File: config.mk
export PLATFORM = sky130hd
export DESIGN_NAME = vend_seq_ctrl_flat
export DESIGN_NICKNAME = d
export VERILOG_FILES = /design/src/rtl/vend_seq_ctrl_pkg.sv /design/src/rtl/vend_seq_ctrl_if.sv /design/src/rtl/vend_seq_ctrl_timer.sv /design/src/rtl/vend_seq_ctrl.sv /design/src/flat_wrapper.sv
export SDC_FILE = /design/constraint.sdc
export NUM_CORES = 1
export LEC_CHECK = 0
export ABC_AREA = 1
export BUFFER_PORTS_ARGS = -buffer_cell sky130_fd_sc_hd__buf_2
export CAP_MARGIN = 20
export CORE_MARGIN = 8
export CORE_UTILIZATION = 35
export DETAILED_ROUTE_END_ITERATION = 8
export PLACE_DENSITY = 0.51
export SYNTH_ARGS = -nofsm -noshare
export SYNTH_HDL_FRONTEND = slang
export SYNTH_SLANG_ARGS = --single-unit
File: constraint.sdc
create_clock -name clk -period 2.7 [get_ports clk]
set_input_delay 0.27 -clock clk [delete_from_list [all_inputs] [get_ports clk]]
set_output_delay 0.27 -clock clk [all_outputs]
set_load 0.01 [all_outputs]
File: src/rtl/vend_seq_ctrl_pkg.sv
// Shared types and constants for the vending sequencing controller.
package vend_pkg;

  typedef enum logic [2:0] {
    IDLE     = 3'd0,
    COLLECT  = 3'd1,
    DISPENSE = 3'd2,
    CHANGE   = 3'd3,
    DONE     = 3'd4
  } state_e;

  localparam logic [1:0] COIN_NONE = 2'b00;
  localparam logic [1:0] COIN_5    = 2'b01;
  localparam logic [1:0] COIN_10   = 2'b10;
  localparam logic [1:0] COIN_20   = 2'b11;

  localparam int unsigned PRICE0_DEF     = 5;
  localparam int unsigned PRICE1_DEF     = 10;
  localparam int unsigned PRICE2_DEF     = 15;
  localparam int unsigned PRICE3_DEF     = 20;
  localparam int unsigned MAX_CREDIT_DEF = 35;
  localparam int unsigned TIMEOUT_DEF    = 255;
  localparam int unsigned CHG_UNIT       = 5;

  function automatic logic [5:0] coin_value(input logic [1:0] code);
    case (code)
      COIN_5:  coin_value = 6'd5;
      COIN_10: coin_value = 6'd10;
      COIN_20: coin_value = 6'd20;
      default: coin_value = 6'd0;
    endcase
  endfunction

endpackage

File: src/rtl/vend_seq_ctrl_if.sv
// Customer panel, dispense mechanism and hopper signals of the vending controller.
interface vend_seq_ctrl_if;
  logic       sel_valid;
  logic [1:0] sel_prod;
  logic       sel_ready;
  logic       coin_valid;
  logic [1:0] coin_val;
  logic       coin_rej;
  logic       cancel;
  logic       disp_req;
  logic [1:0] disp_prod;
  logic       disp_ack;
  logic       chg_pulse;
  logic [5:0] credit;
  logic       busy;
  logic       vend_done;
  logic       vend_ok;

  modport slave (
    input  sel_valid, sel_prod, coin_valid, coin_val, cancel, disp_ack,
    output sel_ready, coin_rej, disp_req, disp_prod, chg_pulse, credit, busy,
           vend_done, vend_ok
  );

  modport master (
    output sel_valid, sel_prod, coin_valid, coin_val, cancel, disp_ack,
    input  sel_ready, coin_rej, disp_req, disp_prod, chg_pulse, credit, busy,
           vend_done, vend_ok
  );
endinterface

File: src/rtl/vend_seq_ctrl_timer.sv
// Idle timer for coin collection: counts enabled cycles, saturates at TIMEOUT.
module vend_timer #(
  parameter int unsigned TIMEOUT = 255
) (
  input  logic clk,
  input  logic rst,
  input  logic clr_i,
  input  logic en_i,
  output logic expired_o
);
  localparam int unsigned CNT_W = $clog2(TIMEOUT + 1);
  localparam logic [CNT_W-1:0] TC = CNT_W'(TIMEOUT);

  logic [CNT_W-1:0] cnt_q, cnt_d;

  always_comb begin
    cnt_d = cnt_q;
    if (clr_i) begin
      cnt_d = '0;
    end else if (en_i && (cnt_q != TC)) begin
      cnt_d = cnt_q + 1'b1;
    end
  end

  always_ff @(posedge clk or negedge rst) begin
    if (!rst) begin
      cnt_q <= '0;
    end else begin
      cnt_q <= cnt_d;
    end
  end

  assign expired_o = (cnt_q == TC);
endmodule

File: src/rtl/vend_seq_ctrl.sv
// Vending sequencer: latch selection, collect coins, dispense handshake, pay change.
// IDLE wait select | COLLECT take coins | DISPENSE await ack | CHANGE pay out | DONE report
module vend_seq_ctrl
  import vend_pkg::*;
#(
  parameter int unsigned PRICE0     = PRICE0_DEF,
  parameter int unsigned PRICE1     = PRICE1_DEF,
  parameter int unsigned PRICE2     = PRICE2_DEF,
  parameter int unsigned PRICE3     = PRICE3_DEF,
  parameter int unsigned MAX_CREDIT = MAX_CREDIT_DEF,
  parameter int unsigned TIMEOUT    = TIMEOUT_DEF
) (
  input logic            clk,
  input logic            rst,
  vend_seq_ctrl_if.slave bus
);
  localparam logic [5:0] CHG_STEP   = 6'(CHG_UNIT);
  localparam logic [6:0] CREDIT_CAP = 7'(MAX_CREDIT);

  state_e     state_q, state_d;
  logic [1:0] prod_q, prod_d;
  logic [5:0] price_q, price_d;
  logic [5:0] credit_q, credit_d;
  logic       paid_q, paid_d;
  logic       chg_q, chg_d;
  logic       rej_q, rej_d;
  logic       done_q, done_d;
  logic       ok_q, ok_d;
  logic       tmr_clr, tmr_en, tmr_expired;
  logic [6:0] coin_sum;
  logic       coin_fits;

  function automatic logic [5:0] price_of(input logic [1:0] prod);
    case (prod)
      2'b00:   price_of = 6'(PRICE0);
      2'b01:   price_of = 6'(PRICE1);
      2'b10:   price_of = 6'(PRICE2);
      default: price_of = 6'(PRICE3);
    endcase
  endfunction

  vend_timer #(.TIMEOUT(TIMEOUT)) u_timer (
    .clk       (clk),
    .rst       (rst),
    .clr_i     (tmr_clr),
    .en_i      (tmr_en),
    .expired_o (tmr_expired)
  );

  // Sum is one bit wider than credit so the cap compare never sees a wrapped value.
  assign coin_sum  = {1'b0, credit_q} + {1'b0, coin_value(bus.coin_val)};
  assign coin_fits = (bus.coin_val != COIN_NONE) && (coin_sum <= CREDIT_CAP);

  always_comb begin
    state_d  = state_q;
    prod_d   = prod_q;
    price_d  = price_q;
    credit_d = credit_q;
    paid_d   = paid_q;
    chg_d    = 1'b0;
    rej_d    = 1'b0;
    done_d   = 1'b0;
    ok_d     = 1'b0;
    tmr_clr  = 1'b0;
    tmr_en   = 1'b0;

    case (state_q)
      IDLE: begin
        tmr_clr = 1'b1;
        rej_d   = bus.coin_valid;
        if (bus.sel_valid) begin
          prod_d   = bus.sel_prod;
          price_d  = price_of(bus.sel_prod);
          credit_d = '0;
          paid_d   = 1'b0;
          state_d  = COLLECT;
        end
      end

      COLLECT: begin
        tmr_clr = bus.coin_valid;
        tmr_en  = !bus.coin_valid;
        // Enough credit outranks cancel/timeout; any coin racing a transition bounces.
        if (credit_q >= price_q) begin
          state_d = DISPENSE;
          rej_d   = bus.coin_valid;
        end else if (bus.cancel || tmr_expired) begin
          state_d = CHANGE;
          paid_d  = 1'b0;
          rej_d   = bus.coin_valid;
        end else if (bus.coin_valid) begin
          if (coin_fits) begin
            credit_d = coin_sum[5:0];
          end else begin
            rej_d = 1'b1;
          end
        end
      end

      DISPENSE: begin
        rej_d = bus.coin_valid;
        if (bus.disp_ack) begin
          credit_d = credit_q - price_q;
          paid_d   = 1'b1;
          state_d  = CHANGE;
        end
      end

      CHANGE: begin
        rej_d = bus.coin_valid;
        if (credit_q == '0) begin
          state_d = DONE;
          done_d  = 1'b1;
          ok_d    = paid_q;
        end else if (!chg_q) begin
          chg_d    = 1'b1;
          credit_d = credit_q - CHG_STEP;
        end
      end

      DONE: begin
        rej_d   = bus.coin_valid;
        state_d = IDLE;
      end

      default: state_d = IDLE;
    endcase
  end

  always_ff @(posedge clk or negedge rst) begin
    if (!rst) begin
      state_q  <= IDLE;
      prod_q   <= '0;
      price_q  <= '0;
      credit_q <= '0;
      paid_q   <= 1'b0;
      chg_q    <= 1'b0;
      rej_q    <= 1'b0;
      done_q   <= 1'b0;
      ok_q     <= 1'b0;
    end else begin
      state_q  <= state_d;
      prod_q   <= prod_d;
      price_q  <= price_d;
      credit_q <= credit_d;
      paid_q   <= paid_d;
      chg_q    <= chg_d;
      rej_q    <= rej_d;
      done_q   <= done_d;
      ok_q     <= ok_d;
    end
  end

  assign bus.sel_ready = (state_q == IDLE);
  assign bus.busy      = (state_q != IDLE);
  assign bus.disp_req  = (state_q == DISPENSE);
  assign bus.disp_prod = prod_q;
  assign bus.chg_pulse = chg_q;
  assign bus.credit    = credit_q;
  assign bus.coin_rej  = rej_q;
  assign bus.vend_done = done_q;
  assign bus.vend_ok   = ok_q;
endmodule

File: src/flat_wrapper.sv
// flat-port wrapper written by rule: the top's interface ports become plain ports
module vend_seq_ctrl_flat import vend_pkg::*;
#(
  parameter int unsigned PRICE0     = PRICE0_DEF,
  parameter int unsigned PRICE1     = PRICE1_DEF,
  parameter int unsigned PRICE2     = PRICE2_DEF,
  parameter int unsigned PRICE3     = PRICE3_DEF,
  parameter int unsigned MAX_CREDIT = MAX_CREDIT_DEF,
  parameter int unsigned TIMEOUT    = TIMEOUT_DEF
)
  (clk, rst, bus_sel_valid, bus_sel_prod, bus_coin_valid, bus_coin_val, bus_cancel, bus_disp_ack, bus_sel_ready, bus_coin_rej, bus_disp_req, bus_disp_prod, bus_chg_pulse, bus_credit, bus_busy, bus_vend_done, bus_vend_ok);
  vend_seq_ctrl_if bus_i ();
  input logic clk;
  input logic rst;
  input wire logic [$bits(bus_i.sel_valid)-1:0] bus_sel_valid;
  input wire logic [$bits(bus_i.sel_prod)-1:0] bus_sel_prod;
  input wire logic [$bits(bus_i.coin_valid)-1:0] bus_coin_valid;
  input wire logic [$bits(bus_i.coin_val)-1:0] bus_coin_val;
  input wire logic [$bits(bus_i.cancel)-1:0] bus_cancel;
  input wire logic [$bits(bus_i.disp_ack)-1:0] bus_disp_ack;
  output wire logic [$bits(bus_i.sel_ready)-1:0] bus_sel_ready;
  output wire logic [$bits(bus_i.coin_rej)-1:0] bus_coin_rej;
  output wire logic [$bits(bus_i.disp_req)-1:0] bus_disp_req;
  output wire logic [$bits(bus_i.disp_prod)-1:0] bus_disp_prod;
  output wire logic [$bits(bus_i.chg_pulse)-1:0] bus_chg_pulse;
  output wire logic [$bits(bus_i.credit)-1:0] bus_credit;
  output wire logic [$bits(bus_i.busy)-1:0] bus_busy;
  output wire logic [$bits(bus_i.vend_done)-1:0] bus_vend_done;
  output wire logic [$bits(bus_i.vend_ok)-1:0] bus_vend_ok;
  assign bus_i.sel_valid = bus_sel_valid;
  assign bus_i.sel_prod = bus_sel_prod;
  assign bus_i.coin_valid = bus_coin_valid;
  assign bus_i.coin_val = bus_coin_val;
  assign bus_i.cancel = bus_cancel;
  assign bus_i.disp_ack = bus_disp_ack;
  assign bus_sel_ready = bus_i.sel_ready;
  assign bus_coin_rej = bus_i.coin_rej;
  assign bus_disp_req = bus_i.disp_req;
  assign bus_disp_prod = bus_i.disp_prod;
  assign bus_chg_pulse = bus_i.chg_pulse;
  assign bus_credit = bus_i.credit;
  assign bus_busy = bus_i.busy;
  assign bus_vend_done = bus_i.vend_done;
  assign bus_vend_ok = bus_i.vend_ok;
  vend_seq_ctrl #(.PRICE0(PRICE0), .PRICE1(PRICE1), .PRICE2(PRICE2), .PRICE3(PRICE3), .MAX_CREDIT(MAX_CREDIT), .TIMEOUT(TIMEOUT)) u_core (.clk(clk), .rst(rst), .bus(bus_i));
endmodule
==> flow_metrics.tcl <==
set metrics [dict create \
    status "finished, final reports clean" \
    synth_ff_type "dfrtp_1" \
    rsz0062_at_grt "no" \
    gr-total-overflow 0 \
    cp_top_family "simple AND/OR/NAND/NOR gates" \
    synth_compound_area_share_pct 12.42 \
    cts_tree "yes" \
    synth_area_leader_cell "dfrtp_1" \
    p_per_area_nw_per_um2 1142 \
    clockBufferDepth 2 \
    drv_cap 0 \
    final-hold-violation-count 0 \
    grt_pass1_wl_mm 8.473 \
    min_period_ns 2.299 \
    synthTopCellsByCount "nand2_1, inv_1, dfrtp_1" \
    worst_r2r_endpoint "u_core.bus.credit[2]" \
    p_leak_nw 1.273 \
    grt_pass1_vias 1828 \
    synth_area_leaders "dfrtp_1, nand2_1, ha_1, inv_1, nand3_1" \
    fin_skew_ns 0.003186 \
    r2r-start "u_core.bus.credit[0]" \
    max_freq_ghz 0.4349 \
    antenna_found_initial 0 \
    synth_xor_xnor_area_share_pct 0.4281 \
    postCtsSetupBuffers 0 \
    ant_nets 0 \
    yosysMostFrequentCell "nand2_1" \
    setup.worst_path.class "flop to flop" \
    synth_top_family_by_area "simple AND/OR/NAND/NOR gates" \
    synth-simple-area-share_pct 33.03 \
    cp-end-kind "flop" \
    drive_gt1_share_pct 15.41 \
    async_flop_share_pct 100.0 \
    synthCells 289 \
    track_usage_pct 12.07 \
    cts.clk_slew.worst_paths_ns 0.10 \
    yosysSeqAreaShare_pct 34.25 \
    portBuffers 24 \
    worst-path-buf-inv 2 \
    htreeDepth 1 \
    ios 25 \
    peakVddDrop_mv 0.4288 \
    synth_edf_count 0 \
    hold_slack_ns 0.003557 \
    die_h_um 92.45 \
    layout.nets 345 \
    cp.depth 14 \
    ys_ff_latch 28 \
    synth_top_cell_area_share_pct 34.25 \
    use_met2_pct 21.10 \
    finalCritPeriodShare_pct 85.15 \
    cts_root_buf "clkbuf_8" \
    grt_most_used_layer "met2" \
    crit_path_frequent_cell "nand2_1" \
    synthMuxAreaShare_pct 0 \
    drt-total-wl_mm 4.984 \
    tightest_slew_ns 0.6560 \
    dieArea_um2 8547 \
    cp-startpoint "u_core.bus.credit[0]" \
    setup_violations 0 \
    grt_util_met3_pct 1.780 \
    critPathCapture "u_core.bus.credit[2]" \
    drc 0 \
    dr_total_vias 1865 \
    ctsResizeCount 0 \
    min_path_type "primary input to async pin" \
    yosysUniqueCellTypes 31 \
    crit_required_ns 2.88 \
    worstRegToRegCells 14 \
    fp.dieW_um 92.45 \
    instances_no_fill 393 \
    reg2reg_slack_ns 0.40 \
    start_util_pct 35.39 \
    syn_nets 315 \
    cts_buffers 3 \
    crit_path_cell_trace "inv_1, ha_1, inv_1, fa_1, nand3_1, nand2_1, nand2_1, nand3_1, nand2_1, nand4_2, nor2_4, nand2_4, nand2_1, nand2_1" \
    netlist_area_um2 2046 \
    slowest_delay_ns 0.43 \
    drt_pass1_iterations 4 \
    yosys_warnings 0 \
    finalSetupTns_ns 0 \
    start_kind "flop" \
    wl_per_cell_um 12.68 \
    diodes 0 \
    place_inst 389 \
    areaGrowthSynthToFinish_pct 14.31 \
    cts_hold_buf 0 \
    use_met1_pct 15.06 \
    row_count 28 \
    max_slew_margin_pct 56.27 \
    place_congestion 0.8481 \
    drt_iter0_markers 71 \
    clk_latency_ns 0.28 \
    dp_hpwl_mm 3.979 \
    grt_max_degree 29 \
    crit_fanout 7 \
    slew_viol_final 0 \
    syn_avg_cell_area_um2 7.079 \
    critPathSlowestCell "dfrtp_1" \
    synth-adder-area-share_pct 10.15 \
    design.core.area_um2 5781 \
    critPathArrivalTime_ns 2.48 \
    clock_sinks 28 \
    via_per_inst 4.746 \
]
-- final cells by class --
cell class / count / area (um2)
clock buffers: 3 / 41.29
clock inverters: 1 / 30.03
fillers: 638 / 3442
inverters: 53 / 198.9
multi-input cells: 208 / 1146
flip-flops and latches: 28 / 700.7
well taps: 75 / 93.84
repair buffers: 25 / 127.6
-- logic make-up after synthesis --
| logic type | Yosys count |
|---|---|
| xor+xnor | 1 |
| simple gates | 146 |
| flops | 28 |
| buf+inv | 53 |
| fa+ha+maj | 16 |
| compound gates | 45 |
-- power by group --
group | switching (mW) | total [mW] | internal (mW)
registers | 0.126 | 0.684 | 0.558
clock network | 0.142 | 0.341 | 0.199
logic | 1.06 | 1.64 | 0.582
total | 1.33 | 2.67 | 1.34
-- state kept, by name, indices dropped and copies added, names as in the netlist --
signal / flops
u_core.state_q: 3
u_core.bus.vend_ok: 1
u_core.price_q: 4
u_core.bus.vend_done: 1
u_core.paid_q: 1
u_core.bus.disp_prod: 2
u_core.bus.chg_pulse: 1
u_core.bus.coin_rej: 1
u_core.bus.credit: 6
u_core.u_timer.cnt_q: 8
-- worst reg2reg max path: cells and delay by family, from the launching register on --
kind	cells	cell delay [ns]
flops	1	0.43
buf+inv	2	0.20
simple gates	10	1.00
fa+ha+maj	2	0.58
-- metrics by stage --
| step | total power, mW | util (%) | setup WS [ns] | area (um2) |
|---|---|---|---|---|
| 2_1_floorplan | 1.891 | - | 0.6045 | 2046 |
| 4_1_cts | 2.702 | 40.45 | 0.3951 | 2338 |
| 3_5_place_dp | 2.349 | 39.22 | 0.4162 | 2267 |
| 6_report | 2.670 | 40.45 | 0.4009 | 2338 |
| 5_1_grt | 2.972 | 40.45 | 0.1167 | 2338 |
| 3_3_place_gp | 2.348 | 39.22 | 0.4767 | 2267 |
-- layer usage --
metal / wire length [um] / part of all wire [%]
met5: 0 / 0
met4: 29 / 0.58
met2: 2348 / 47
met3: 155 / 3.1
met1: 2450 / 49
-- how the worst min path moves through the flow --
stage                              endpoint  slack (ns)  cells after the start
finish              u_core.bus.disp_prod[0]       0.004                      1
detailed placement  u_core.bus.disp_prod[1]        0.34                      1
global placement    u_core.bus.disp_prod[1]        0.33                      1
floorplan              u_core.bus.chg_pulse       -0.03                      0
CTS                 u_core.u_timer.cnt_q[6]        0.03                      1
global route        u_core.u_timer.cnt_q[7]        0.05                      1
-- cell usage in the layout, fill, tap and decap left out, drive strengths merged --
| cell | n |
|---|---|
| nor4 | 1 |
| nand2 | 80 |
| inv | 53 |
| nor3 | 5 |
| xnor2 | 1 |
| bufinv | 1 |
| ha | 15 |
| o221ai | 1 |
| a31oi | 1 |
| a22oi | 1 |
| nor2 | 24 |
| o211ai | 5 |
| o31ai | 1 |
| nand3 | 26 |
| nand4 | 5 |
| dfrtp | 28 |
| nand3b | 2 |
| a21oi | 13 |
| or2 | 3 |
| buf | 25 |
| o21ai | 22 |
| fa | 1 |
| clkbuf | 3 |
| a21boi | 1 |
No activity file was read; power rests on OpenSTA's default activity.
